==> config.mk <==
export PLATFORM = sky130hd
export DESIGN_NAME = m_axi_lite_master
export DESIGN_NICKNAME = d
export VERILOG_FILES = /design/src/rtl/m_axi_lite_master_pkg.sv /design/src/rtl/m_axi_lite_master.sv
export SDC_FILE = /design/constraint.sdc
export NUM_CORES = 1
export LEC_CHECK = 0
export BUFFER_PORTS_ARGS = -buffer_cell sky130_fd_sc_hd__buf_2
export CAP_MARGIN = 40
export CORE_MARGIN = 1
export CORE_UTILIZATION = 45
export DETAILED_ROUTE_END_ITERATION = 6
export MAX_ROUTING_LAYER = met4
export PLACE_DENSITY = 0.87
export SLEW_MARGIN = 20
export SYNTH_ARGS = -nofsm -noshare
export SYNTH_HDL_FRONTEND = slang
export SYNTH_SLANG_ARGS = --single-unit
==> constraint.sdc <==
create_clock -name M_AXI_ACLK -period 4.7 [get_ports M_AXI_ACLK]
set_input_delay 0.94 -clock M_AXI_ACLK [delete_from_list [all_inputs] [get_ports M_AXI_ACLK]]
set_output_delay 0.94 -clock M_AXI_ACLK [all_outputs]
set_load 0.02 [all_outputs]
==> src/rtl/m_axi_lite_master_pkg.sv <==
// Shared types and constants for the AXI4-Lite command master.
package m_axi_lite_master_pkg;

    // AXI response codes as returned on BRESP/RRESP
    localparam logic [1:0] RespOkay   = 2'b00;
    localparam logic [1:0] RespExOkay = 2'b01;
    localparam logic [1:0] RespSlvErr = 2'b10;
    localparam logic [1:0] RespDecErr = 2'b11;

    typedef enum logic [2:0] {
        StIdle,
        StWrReq,
        StWrResp,
        StRdReq,
        StRdData,
        StRsp
    } state_e;

endpackage

==> src/rtl/m_axi_lite_master.sv <==
// AXI4-Lite master: one local command in, one AXI-Lite transaction out, one response back.
// At most one transaction in flight; every output comes straight from a register.
module m_axi_lite_master
    import m_axi_lite_master_pkg::*;
#(
    parameter int unsigned P_M_AXI_DATA_WIDTH = 32,
    parameter int unsigned P_M_AXI_ADDR_WIDTH = 4,
    parameter logic [2:0]  P_M_AXI_PROT       = 3'b000
) (
    input  logic                              M_AXI_ACLK,
    input  logic                              M_AXI_ARESETN,
    // local command port
    input  logic                              i_cmd_valid,
    output logic                              o_cmd_ready,
    input  logic                              i_cmd_wr,
    input  logic [P_M_AXI_ADDR_WIDTH-1:0]     i_cmd_addr,
    input  logic [P_M_AXI_DATA_WIDTH-1:0]     i_cmd_wdata,
    input  logic [P_M_AXI_DATA_WIDTH/8-1:0]   i_cmd_wstrb,
    // local response port
    output logic                              o_rsp_valid,
    input  logic                              i_rsp_ready,
    output logic                              o_rsp_wr,
    output logic [P_M_AXI_DATA_WIDTH-1:0]     o_rsp_rdata,
    output logic [1:0]                        o_rsp_resp,
    output logic                              o_busy,
    // write address channel
    output logic [P_M_AXI_ADDR_WIDTH-1:0]     M_AXI_AWADDR,
    output logic [2:0]                        M_AXI_AWPROT,
    output logic                              M_AXI_AWVALID,
    input  logic                              M_AXI_AWREADY,
    // write data channel
    output logic [P_M_AXI_DATA_WIDTH-1:0]     M_AXI_WDATA,
    output logic [P_M_AXI_DATA_WIDTH/8-1:0]   M_AXI_WSTRB,
    output logic                              M_AXI_WVALID,
    input  logic                              M_AXI_WREADY,
    // write response channel
    input  logic [1:0]                        M_AXI_BRESP,
    input  logic                              M_AXI_BVALID,
    output logic                              M_AXI_BREADY,
    // read address channel
    output logic [P_M_AXI_ADDR_WIDTH-1:0]     M_AXI_ARADDR,
    output logic [2:0]                        M_AXI_ARPROT,
    output logic                              M_AXI_ARVALID,
    input  logic                              M_AXI_ARREADY,
    // read data channel
    input  logic [P_M_AXI_DATA_WIDTH-1:0]     M_AXI_RDATA,
    input  logic [1:0]                        M_AXI_RRESP,
    input  logic                              M_AXI_RVALID,
    output logic                              M_AXI_RREADY
);

    localparam int unsigned StrbW = P_M_AXI_DATA_WIDTH / 8;

    state_e                          state_q;
    logic                            cmd_ready_q;
    logic                            busy_q;
    logic                            awvalid_q;
    logic                            wvalid_q;
    logic                            arvalid_q;
    logic                            bready_q;
    logic                            rready_q;
    // AW and W complete independently; both must be seen before waiting for B
    logic                            aw_done_q;
    logic                            w_done_q;
    logic [P_M_AXI_ADDR_WIDTH-1:0]   awaddr_q;
    logic [P_M_AXI_ADDR_WIDTH-1:0]   araddr_q;
    logic [P_M_AXI_DATA_WIDTH-1:0]   wdata_q;
    logic [StrbW-1:0]                wstrb_q;
    logic                            rsp_valid_q;
    logic                            rsp_wr_q;
    logic [P_M_AXI_DATA_WIDTH-1:0]   rsp_rdata_q;
    logic [1:0]                      rsp_resp_q;

    // Transaction FSM with all outputs registered alongside the state
    always_ff @(posedge M_AXI_ACLK or negedge M_AXI_ARESETN) begin
        if (!M_AXI_ARESETN) begin
            state_q     <= StIdle;
            cmd_ready_q <= 1'b1;
            busy_q      <= 1'b0;
            awvalid_q   <= 1'b0;
            wvalid_q    <= 1'b0;
            arvalid_q   <= 1'b0;
            bready_q    <= 1'b0;
            rready_q    <= 1'b0;
            aw_done_q   <= 1'b0;
            w_done_q    <= 1'b0;
            awaddr_q    <= '0;
            araddr_q    <= '0;
            wdata_q     <= '0;
            wstrb_q     <= '0;
            rsp_valid_q <= 1'b0;
            rsp_wr_q    <= 1'b0;
            rsp_rdata_q <= '0;
            rsp_resp_q  <= RespOkay;
        end else begin
            unique case (state_q)
                StIdle: begin
                    if (i_cmd_valid && cmd_ready_q) begin
                        cmd_ready_q <= 1'b0;
                        busy_q      <= 1'b1;
                        if (i_cmd_wr) begin
                            awaddr_q  <= i_cmd_addr;
                            wdata_q   <= i_cmd_wdata;
                            wstrb_q   <= i_cmd_wstrb;
                            awvalid_q <= 1'b1;
                            wvalid_q  <= 1'b1;
                            state_q   <= StWrReq;
                        end else begin
                            araddr_q  <= i_cmd_addr;
                            arvalid_q <= 1'b1;
                            state_q   <= StRdReq;
                        end
                    end
                end
                StWrReq: begin
                    if (awvalid_q && M_AXI_AWREADY) begin
                        awvalid_q <= 1'b0;
                        aw_done_q <= 1'b1;
                    end
                    if (wvalid_q && M_AXI_WREADY) begin
                        wvalid_q <= 1'b0;
                        w_done_q <= 1'b1;
                    end
                    if (aw_done_q && w_done_q) begin
                        aw_done_q <= 1'b0;
                        w_done_q  <= 1'b0;
                        bready_q  <= 1'b1;
                        state_q   <= StWrResp;
                    end
                end
                StWrResp: begin
                    if (M_AXI_BVALID) begin
                        bready_q    <= 1'b0;
                        rsp_valid_q <= 1'b1;
                        rsp_wr_q    <= 1'b1;
                        rsp_rdata_q <= '0;
                        rsp_resp_q  <= M_AXI_BRESP;
                        state_q     <= StRsp;
                    end
                end
                StRdReq: begin
                    if (arvalid_q && M_AXI_ARREADY) begin
                        arvalid_q <= 1'b0;
                        rready_q  <= 1'b1;
                        state_q   <= StRdData;
                    end
                end
                StRdData: begin
                    if (M_AXI_RVALID) begin
                        rready_q    <= 1'b0;
                        rsp_valid_q <= 1'b1;
                        rsp_wr_q    <= 1'b0;
                        rsp_rdata_q <= M_AXI_RDATA;
                        rsp_resp_q  <= M_AXI_RRESP;
                        state_q     <= StRsp;
                    end
                end
                StRsp: begin
                    if (i_rsp_ready) begin
                        rsp_valid_q <= 1'b0;
                        busy_q      <= 1'b0;
                        cmd_ready_q <= 1'b1;
                        state_q     <= StIdle;
                    end
                end
                default: begin
                    state_q <= StIdle;
                end
            endcase
        end
    end

    assign o_cmd_ready   = cmd_ready_q;
    assign o_busy        = busy_q;
    assign o_rsp_valid   = rsp_valid_q;
    assign o_rsp_wr      = rsp_wr_q;
    assign o_rsp_rdata   = rsp_rdata_q;
    assign o_rsp_resp    = rsp_resp_q;
    assign M_AXI_AWADDR  = awaddr_q;
    assign M_AXI_AWPROT  = P_M_AXI_PROT;
    assign M_AXI_AWVALID = awvalid_q;
    assign M_AXI_WDATA   = wdata_q;
    assign M_AXI_WSTRB   = wstrb_q;
    assign M_AXI_WVALID  = wvalid_q;
    assign M_AXI_BREADY  = bready_q;
    assign M_AXI_ARADDR  = araddr_q;
    assign M_AXI_ARPROT  = P_M_AXI_PROT;
    assign M_AXI_ARVALID = arvalid_q;
    assign M_AXI_RREADY  = rready_q;

endmodule

# Word level (Yosys, flattened, before mapping)
# Cells that the tools add are included.
[totals] register_bits=92 latch_bits=0 ram_bits=0 romBits=0 input_bits=86 memories=0
[op_classes] add_sub_neg=0 n_mul=0 div=0 magnitude_cmp=0 eq_ne=15 shifts=0 mux=44 n_bitwise=1 n_reduce_logical=28
[ops] op="$mux 32" n=2
[ops] op="$pmux 32 s2" n=1
[ops] op="$mux 1" n=21
[ops] op="$ne 2x2->1 const B" n=10
[ops] op="$mux 3" n=6
[ops] op="$pmux 3 s6" n=1
[ops] op="$reduce_and 3->1" n=6
[ops] op="$pmux 1 s2" n=8
[ops] op="$reduce_and 4->1" n=4
[ops] op="$reduce_bool 2->1" n=8
[ops] op="$eq 3x2->1 const B" n=2
[ops] op="$eq 3x3->1 const B" n=2
[ops] op="$mux 2" n=3
[ops] op="$reduce_and 6->1" n=1
[ops] op="$logic_and 1x1->1" n=5
[ops] op="$pmux 2 s2" n=1
[ops] op="$reduce_and 2->1" n=2
[ops] op="$eq 3x1->1 const B" n=1
[ops] op="$logic_not 3->1" n=1
[ops] op="$pmux 1 s3" n=1
[ops] op="$reduce_bool 3->1" n=1
[ops] op="$not 1->1" n=1

# Logic depth before layout (Yosys ltp)
# Gate-level depths: netlist of run 1.
[depth] depth_word=3 depth_mapped=7 mapped_depth_nobuf=4

# Worst setup path after synthesis of run 1
# No wires, ideal clock.
[synth_path] kind="input-to-reg" from="input port i_cmd_valid" to="register wdata_q[26], in the netlist M_AXI_WDATA[26]" arrival_ns=1.755 t_required_ns=4.575 setup_slack_ns=2.820 cell_stages=5 path_buffers=1 path_cell_list="nand2_2 > nor2_1 > nand3_2 > buf_6 > mux2_4"
[synth_between] elab_chain_cells=2
[synth_rtl] element="start: declaration" line_no="m_axi_lite_master.sv:13" rtl="input logic i_cmd_valid,"
[synth_rtl] element="$logic_and 1x1->1" line_no="m_axi_lite_master.sv:98" rtl="if (i_cmd_valid && cmd_ready_q) begin"
[synth_rtl] element="$reduce_and 3->1 (no line)"
[synth_rtl] element="end signal: assignment" line_no="m_axi_lite_master.sv:103" rtl="wdata_q <= i_cmd_wdata;"
[synth_rtl] element="end: declaration" line_no="m_axi_lite_master.sv:67" rtl="logic [P_M_AXI_DATA_WIDTH-1:0] wdata_q;"
# No other way between the ends.
# A chain may end at the register's enable or synchronous reset.

# Worst setup path after layout of run 1
[layout_path] from="register cmd_ready_q, in the netlist o_cmd_ready" to="output port o_cmd_ready"
[layout_rtl] element="start: declaration" line_no="m_axi_lite_master.sv:55" rtl="logic cmd_ready_q;"
[layout_rtl] element="start signal: assignment" line_no="m_axi_lite_master.sv:78" rtl="cmd_ready_q <= 1'b1;"
[layout_rtl] element="start signal: assignment" line_no="m_axi_lite_master.sv:99" rtl="cmd_ready_q <= 1'b0;"
[layout_rtl] element="start signal: assignment" line_no="m_axi_lite_master.sv:162" rtl="cmd_ready_q <= 1'b1;"
[layout_rtl] element="end: declaration" line_no="m_axi_lite_master.sv:14" rtl="output logic o_cmd_ready,"
# No word-level cell between the ends.

==> results by group, run 1 <==
Layout
  • Nets: 586
  • Non-filler cells, final: 610
  • Synth-to-Final Area Change: 28.45%
  • ANT cells: 0
  • Ratio of cells with drive above 1 in the final layout: 48.32%
  • Final design utilization: 60.00%

Critical path
  • Slowest cell on the critical path: dfstp_2
  • Reg-to-Reg Start: state_q[1]
  • CP endpoint: o_cmd_ready
  • Crit path DAT: 1.09 ns
  • Cell Chain, Critical Path: buf_2
  • Critical path depth: 1
  • Buf/Inv on CP: 1
  • Worst Path Required: 3.76 ns
  • RR Endpoint: o_rsp_rdata[8]
  • Worst setup EP type: primary output
  • CP startpoint kind: flop
  • Crit path kind: flop to primary output
  • CP Max Fanout: 5
  • Cell family with most CP delay: flip-flops
  • Crit path from: o_cmd_ready
  • Worst R2R Setup Slack: 2.77 ns
  • Max incr delay on CP: 0.58 ns
  • Worst-case reg-to-reg path depth: 4

Logic synthesis
  • Avg Cell Area, Syn: 11.55 sq um
  • Ys Warns: 0
  • Post-synthesis sequential area ratio: 59.71%
  • Yosys reg bits: 92
  • Distinct cells, synth: 38
  • Mapped cell area: 0.003857 sq mm
  • Post-Syn Instances: 334

STA
  • Maximum clock rate: 491.9 MHz
  • Max Slew Vio Count: 0
  • Slew @ Worst Pin: 0.5603 ns
  • TNS Setup: 0 ns
  • Relative slew slack: 62.64%
  • Final critical-path share of the clock period: 43.26%
  • Hold Violations, Final: 0
  • Worst Skew: 0.01163 ns
  • Final setup vio count: 0
  • Min Tclk post-route: 2.033 ns
  • Unrepaired setup endpoints after global routing: false

Global route
  • GRT overflow: 0
  • Total Routing Usage GR: 19.77%
  • Vias in the first global route: 2887
  • Largest net degree at the start of global routing: 70
  • Initial antenna violation count: 0
  • First-pass GRT wire length: 13340 um

Pwr
  • Sw frac: 22.09%
  • Pint: 0.001082 W
  • Net load switching power: 0.0003070 W
  • Clock power frac: 38.6%
  • Worst vdd ir: 0.1410 mV
  • Sequential share of power: 56.9%
  • P per Cell Area: 280.4 mW/mm^2
  • Comb pwr share: 4.5%
  • Leakage: 2.780 nW

Place
  • I/O Buffers: 172
  • Placed instance count: 594
  • Post-detail-place hpwl: 6255 um
  • GPL Wtd Cong: 0.7498

Clock tree
  • CTS tree: built
  • Clk root buf: clkbuf_8
  • Cts bufs inserted: 9
  • Clk_lat worst skew: 0.35 ns
  • Cts hold-fix bufs: 0
  • Htree depth: 3
  • Postcts setup bufs: 0
  • Reg clk slew, reported paths: 0.08 ns
  • Sink Count: 92
  • Clock buffer depth: 2
  • Cts repair resizes: 0

Floorplan
  • Core Box Area: 0.008258 sq mm
  • FP Rows: 33
  • Die area: 0.008946 sq mm
  • Starting Density: 46.71%
  • I/O pin count: 179
  • Die X: 94.59 um
  • DIE HEIGHT: 94.59 um

Routing
  • DR vias: 2967
  • Routed WL: 8456 um
  • Vias per Instance: 4.864
  • DR pass1 iterations: 4
  • Routed wire per std cell: 13.86 um
  • Residual DRC: 0
  • Initial drt markers: 103
  • Antenna viol nets, final: 0

Hold path
  • Worst Hold Class: flop to flop

Status
  • Status: complete, no violations

Run
  • Maxcap violations: 0
[synthesized netlist by cell type (all sizes together)]
cell type	instances	area [sq um]
buf	22	176.4
mux2	44	506.7
nor4b	1	23.77
a211oi	1	7.510
o22ai	1	6.260
dfstp	1	26.28
nand2	79	299.0
a222oi	1	10.01
inv	5	18.77
a21oi	3	15.01
nand2b	1	6.260
o21ai	39	198.9
a31oi	6	37.54
conb	1	3.750
a22oi	1	7.510
clkbuf	4	17.52
nand3	3	20.02
o21a	1	8.760
and3b	2	17.52
mux2i	4	40.04
and2b	1	7.510
dfrtp	91	2277
nor2b	2	12.51
a32oi	2	25.03
and3	1	6.260
nor3b	3	22.52
nor2	13	51.30
or2b	1	7.510
[final cells by class]
| class | instances | area [sq um] |
|---|---|---|
| clock buffers | 11 | 141.4 |
| clock inverters | 5 | 61.31 |
| fillers | 689 | 3303 |
| inverters | 5 | 18.77 |
| multi-input cells | 216 | 1373 |
| flip-flops and latches | 92 | 2303 |
| well taps | 105 | 131.4 |
| repair buffers | 176 | 925.9 |
[flip-flops by register name, summed over array words and instances (netlist names), 2 cells and up]
name and count:
M_AXI_ARADDR 4, state_q 3, o_rsp_resp 2, M_AXI_WDATA 32, M_AXI_WSTRB 4, o_rsp_rdata 32, M_AXI_AWADDR 4
[stage by stage]
stage	total power (W)	setup WS, ns	hold WS (ns)	area (sq um)
floorplan	0.0008177	2.820	0.4971	3876
global placement	0.0008642	1.956	0.4578	4705
detailed placement	0.0008702	2.345	0.4644	4752
CTS	0.001408	2.655	0.4848	4955
global route	0.001449	2.593	0.5107	4955
finish	0.001389	2.667	0.4808	4955
[power by group through the flow]
| stage | logic (W) | clock network, W | registers (W) |
|---|---|---|---|
| floorplan | 0.0000109 | 0 | 0.000807 |
| global placement | 0.0000577 | 0 | 0.000807 |
| detailed placement | 0.0000636 | 0 | 0.000807 |
| CTS | 0.0000639 | 0.000554 | 0.000791 |
| global route | 0.0000701 | 0.000588 | 0.000791 |
| finish | 0.0000625 | 0.000536 | 0.000791 |
[kinds of logic after synthesis]
| family | count (synthesis) | synth area share, % |
|---|---|---|
| flip-flops | 92 | 59.71 |
| AO/OA/AOI/OAI | 55 | 8.207 |
| other | 1 | 0.09721 |
| buffers and inverters | 31 | 5.514 |
| multiplexers | 48 | 14.17 |
| AND/OR/NAND/NOR | 107 | 12.29 |
[how the worst min path moves through the flow]
stage | from | end | slack [ns] | cells after the start
5_1_grt | o_rsp_rdata[1] | o_rsp_rdata[1] | 0.51 | 2
2_1_floorplan | w_done_q | w_done_q | 0.50 | 2
3_5_place_dp | o_rsp_rdata[11] | o_rsp_rdata[11] | 0.46 | 2
3_3_place_gp | o_rsp_rdata[31] | o_rsp_rdata[31] | 0.46 | 2
4_1_cts | o_rsp_rdata[11] | o_rsp_rdata[11] | 0.48 | 2
6_report | o_rsp_rdata[1] | o_rsp_rdata[1] | 0.48 | 2
[per-layer routing]
layer | track usage [%] | vias up | share of wire, %
li1 | - | 1436 | -
met1 | 22.98 | 1405 | 40
met2 | 34.42 | 115 | 52
met5 | - | - | 0
met4 | 6.061 | 0 | 1.3
met3 | 4.026 | 11 | 6.6
[cells in the final DEF, fill, tap and decap left out, drive strengths merged]
cell    netlist  layout
a222oi        1       1
nand2        79      79
nor2b         2       2
and3b         2       2
nor4b         1       1
nor2         13      13
and3          1       1
a32oi         2       2
dfrtp        91      91
nand2b        1       1
and2b         1       1
clkbuf        4      11
mux2i         4       4
a31oi         6       6
nor3b         3       3
or2b          1       1
o22ai         1       1
nand3         3       3
mux2         44      44
o21ai        39      39
dfstp         1       1
a21oi         3       3
bufinv        0       1
a211oi        1       1
clkinv        0       4
conb          1       6
buf          22     176
o21a          1       1
inv           5       5
a22oi         1       1
Power figures use the tool's default switching activity.
==> inputs of run 2 (changes only) <==
- CORE_UTILIZATION: 45 -> 42
- PLACE_DENSITY: 0.87 -> 0.85
- clock period: 4.7 -> 1.85 ns (I/O delays scaled with it)
==> run 2 against run 1 <==
Against the previous run:
- the flow now finishes with violations (design-rule violations)
- global-route usage is 1.5 points lower
- final cell count is 1.3% higher
- sequential share of layout area is 0.19 points lower
- largest power group unchanged
- setup slack worse by 2.5 ns
- die area is 7.0% higher
- clock power is 130% higher
- worst hold slack worse by 0.44 ns
- combinational power is 150% higher
- flip-flop and latch count stayed put
- highest routed layer unchanged
- register-to-register slack worse by 2.6 ns
- clock-buffer cell count stayed put
==> results by group, run 2 (synthesis gave the netlist of run 1 again) <==
Clock tree
  • Clk root buf: clkbuf_8
  • Cts hold-fix bufs: 0
  • Cts bufs inserted: 9
  • Clk_lat worst skew: 0.36 ns
  • CTS tree: built
  • Clock buffer depth: 2
  • Sink Count: 92
  • Cts repair resizes: 0
  • Htree depth: 3
  • Postcts setup bufs: 0
  • Reg clk slew, reported paths: 0.09 ns

Layout
  • Synth-to-Final Area Change: 28.97%
  • Ratio of cells with drive above 1 in the final layout: 48.63%
  • Fillers: 741
  • Most frequent cells in the layout: buf_2, dfrtp_1, nand2_1, mux2_2, o21ai_0
  • Most common cell after layout, fill and taps aside: buf_2
  • Nets: 591
  • ANT cells: 0

Routing
  • Routed WL: 8095 um
  • Vias per Instance: 4.730
  • Antenna viol nets, final: 0
  • Initial drt markers: 125
  • Residual DRC: 26
  • Routed wire per std cell: 13.10 um
  • DR vias: 2923
  • DR pass1 iterations: 7

Run
  • Maxcap violations: 0

Floorplan
  • Die area: 0.009572 sq mm
  • Core Box Area: 0.008806 sq mm
  • Starting Density: 43.81%
  • DIE HEIGHT: 97.84 um
  • I/O pin count: 179
  • FP Rows: 34
  • Die X: 97.84 um

Critical path
  • CP Max Fanout: 12
  • CP startpoint kind: flop
  • Worst setup EP type: flop
  • Worst Path Required: 2.10 ns
  • Crit path DAT: 1.93 ns
  • Crit path kind: flop to flop

STA
  • Final critical-path share of the clock period: 90.58%
  • Slew @ Worst Pin: 0.5921 ns
  • Hold Violations, Final: 0
  • Max Slew Vio Count: 0
  • Unrepaired setup endpoints after global routing: false
  • Final setup vio count: 0
  • Maximum clock rate: 596.7 MHz
  • Min Tclk post-route: 1.676 ns
  • Relative slew slack: 60.44%
  • TNS Setup: 0 ns
  • Worst Skew: 0.01102 ns
  • Minimum hold slack: 0.03972 ns

Global route
  • Initial antenna violation count: 0
  • Total Routing Usage GR: 18.32%
  • First-pass GRT wire length: 13410 um
  • Largest net degree at the start of global routing: 93
  • Vias in the first global route: 2871
  • GRT overflow: 0

Status
  • Status: complete, but fails checks
  • Failing checks: design-rule violations

Place
  • I/O Buffers: 172
  • GPL Wtd Cong: 0.8300
  • Post-detail-place hpwl: 6012 um

Pwr
  • Leakage: 2.789 nW
  • P per Cell Area: 683.5 mW/mm^2
  • Worst vdd ir: 0.3127 mV

Hold path
  • Worst Hold Class: input port to asynchronous set/reset pin
==> run 2: changes by cell type in the layout (fill, tap and decap cells not counted) <==
cell and delta:
clkinvlp_4 +1, bufinv_16 -1, clkinv_4 -2, inv_6 +2, inv_8 +1, buf_12 +2, clkinv_2 -1, buf_4 +4
clkbuf_8 -1, buf_16 -1, clkbuf_1 +1
==> run 2: final cells by class <==
cell class	instances	area (sq um)	share of cell area (%)
multi-input combinational	216	1373	27.59
timing repair buffer	181	968.4	19.47
sequential	92	2303	46.30
clock inverter	5	45.04	0.9054
tap	108	135.1	2.716
clock buffer	11	131.4	2.641
inverter	5	18.77	0.3773
==> run 2: layer usage <==
layer / vias up / global-route usage [%] / part of all wire, %
li1: 1452 / - / -
met2: 108 / 30.82 / 50
met4: 0 / 5.944 / 0.84
met3: 9 / 4.868 / 6.6
met1: 1354 / 21.29 / 42
met5: - / - / 0
==> run 2: worst paths after layout <==
| check | startpoint | to | slack [ns] | cells after the start |
|---|---|---|---|---|
| worst min-delay path | M_AXI_ARESETN | M_AXI_WDATA[18] | 0.04 | 2 |
| worst max register to register | state_q[0] | state_q[1] | 0.17 | 4 |
| worst min register to register | o_rsp_rdata[26] | o_rsp_rdata[26] | 0.48 | 2 |
| min in group M_AXI_ACLK | M_AXI_RDATA[5] | o_rsp_rdata[5] | 0.24 | 3 |
| worst max-delay path | state_q[0] | state_q[1] | 0.17 | 4 |
| max in group asynchronous | M_AXI_ARESETN | state_q[1] | 1.42 | 2 |
==> run 2: worst max-delay path, cell delays in order (launching register included) <==
cell     delay (ns)
dfrtp_1        0.51
and2b_1        0.27
a32oi_2        0.31
o21a_2         0.23
mux2i_1        0.26
==> run 2: through the flow <==
step	total power (W)	cells	util, %	area, sq um	worst slack, ns
CTS	0.003458	618	56.49	4975	0.1979
global route	0.003552	618	56.49	4975	0.08947
finish	0.003400	618	56.49	4975	0.1743
global placement	0.002202	602	54.49	4798	0.2554
detailed placement	0.002206	602	54.49	4798	0.2077
floorplan	0.002077	339	-	3876	0.2728
==> run 2: where the power goes <==
part	total (W)	internal (W)	switching, W	leakage (nW)
sequential	0.00201	0.00201	0	1.27
clock	0.00124	0.000512	0.000726	0.0864
combinational	0.000154	0.0000717	0.0000819	1.43
total	0.00340	0.00259	0.000808	2.79
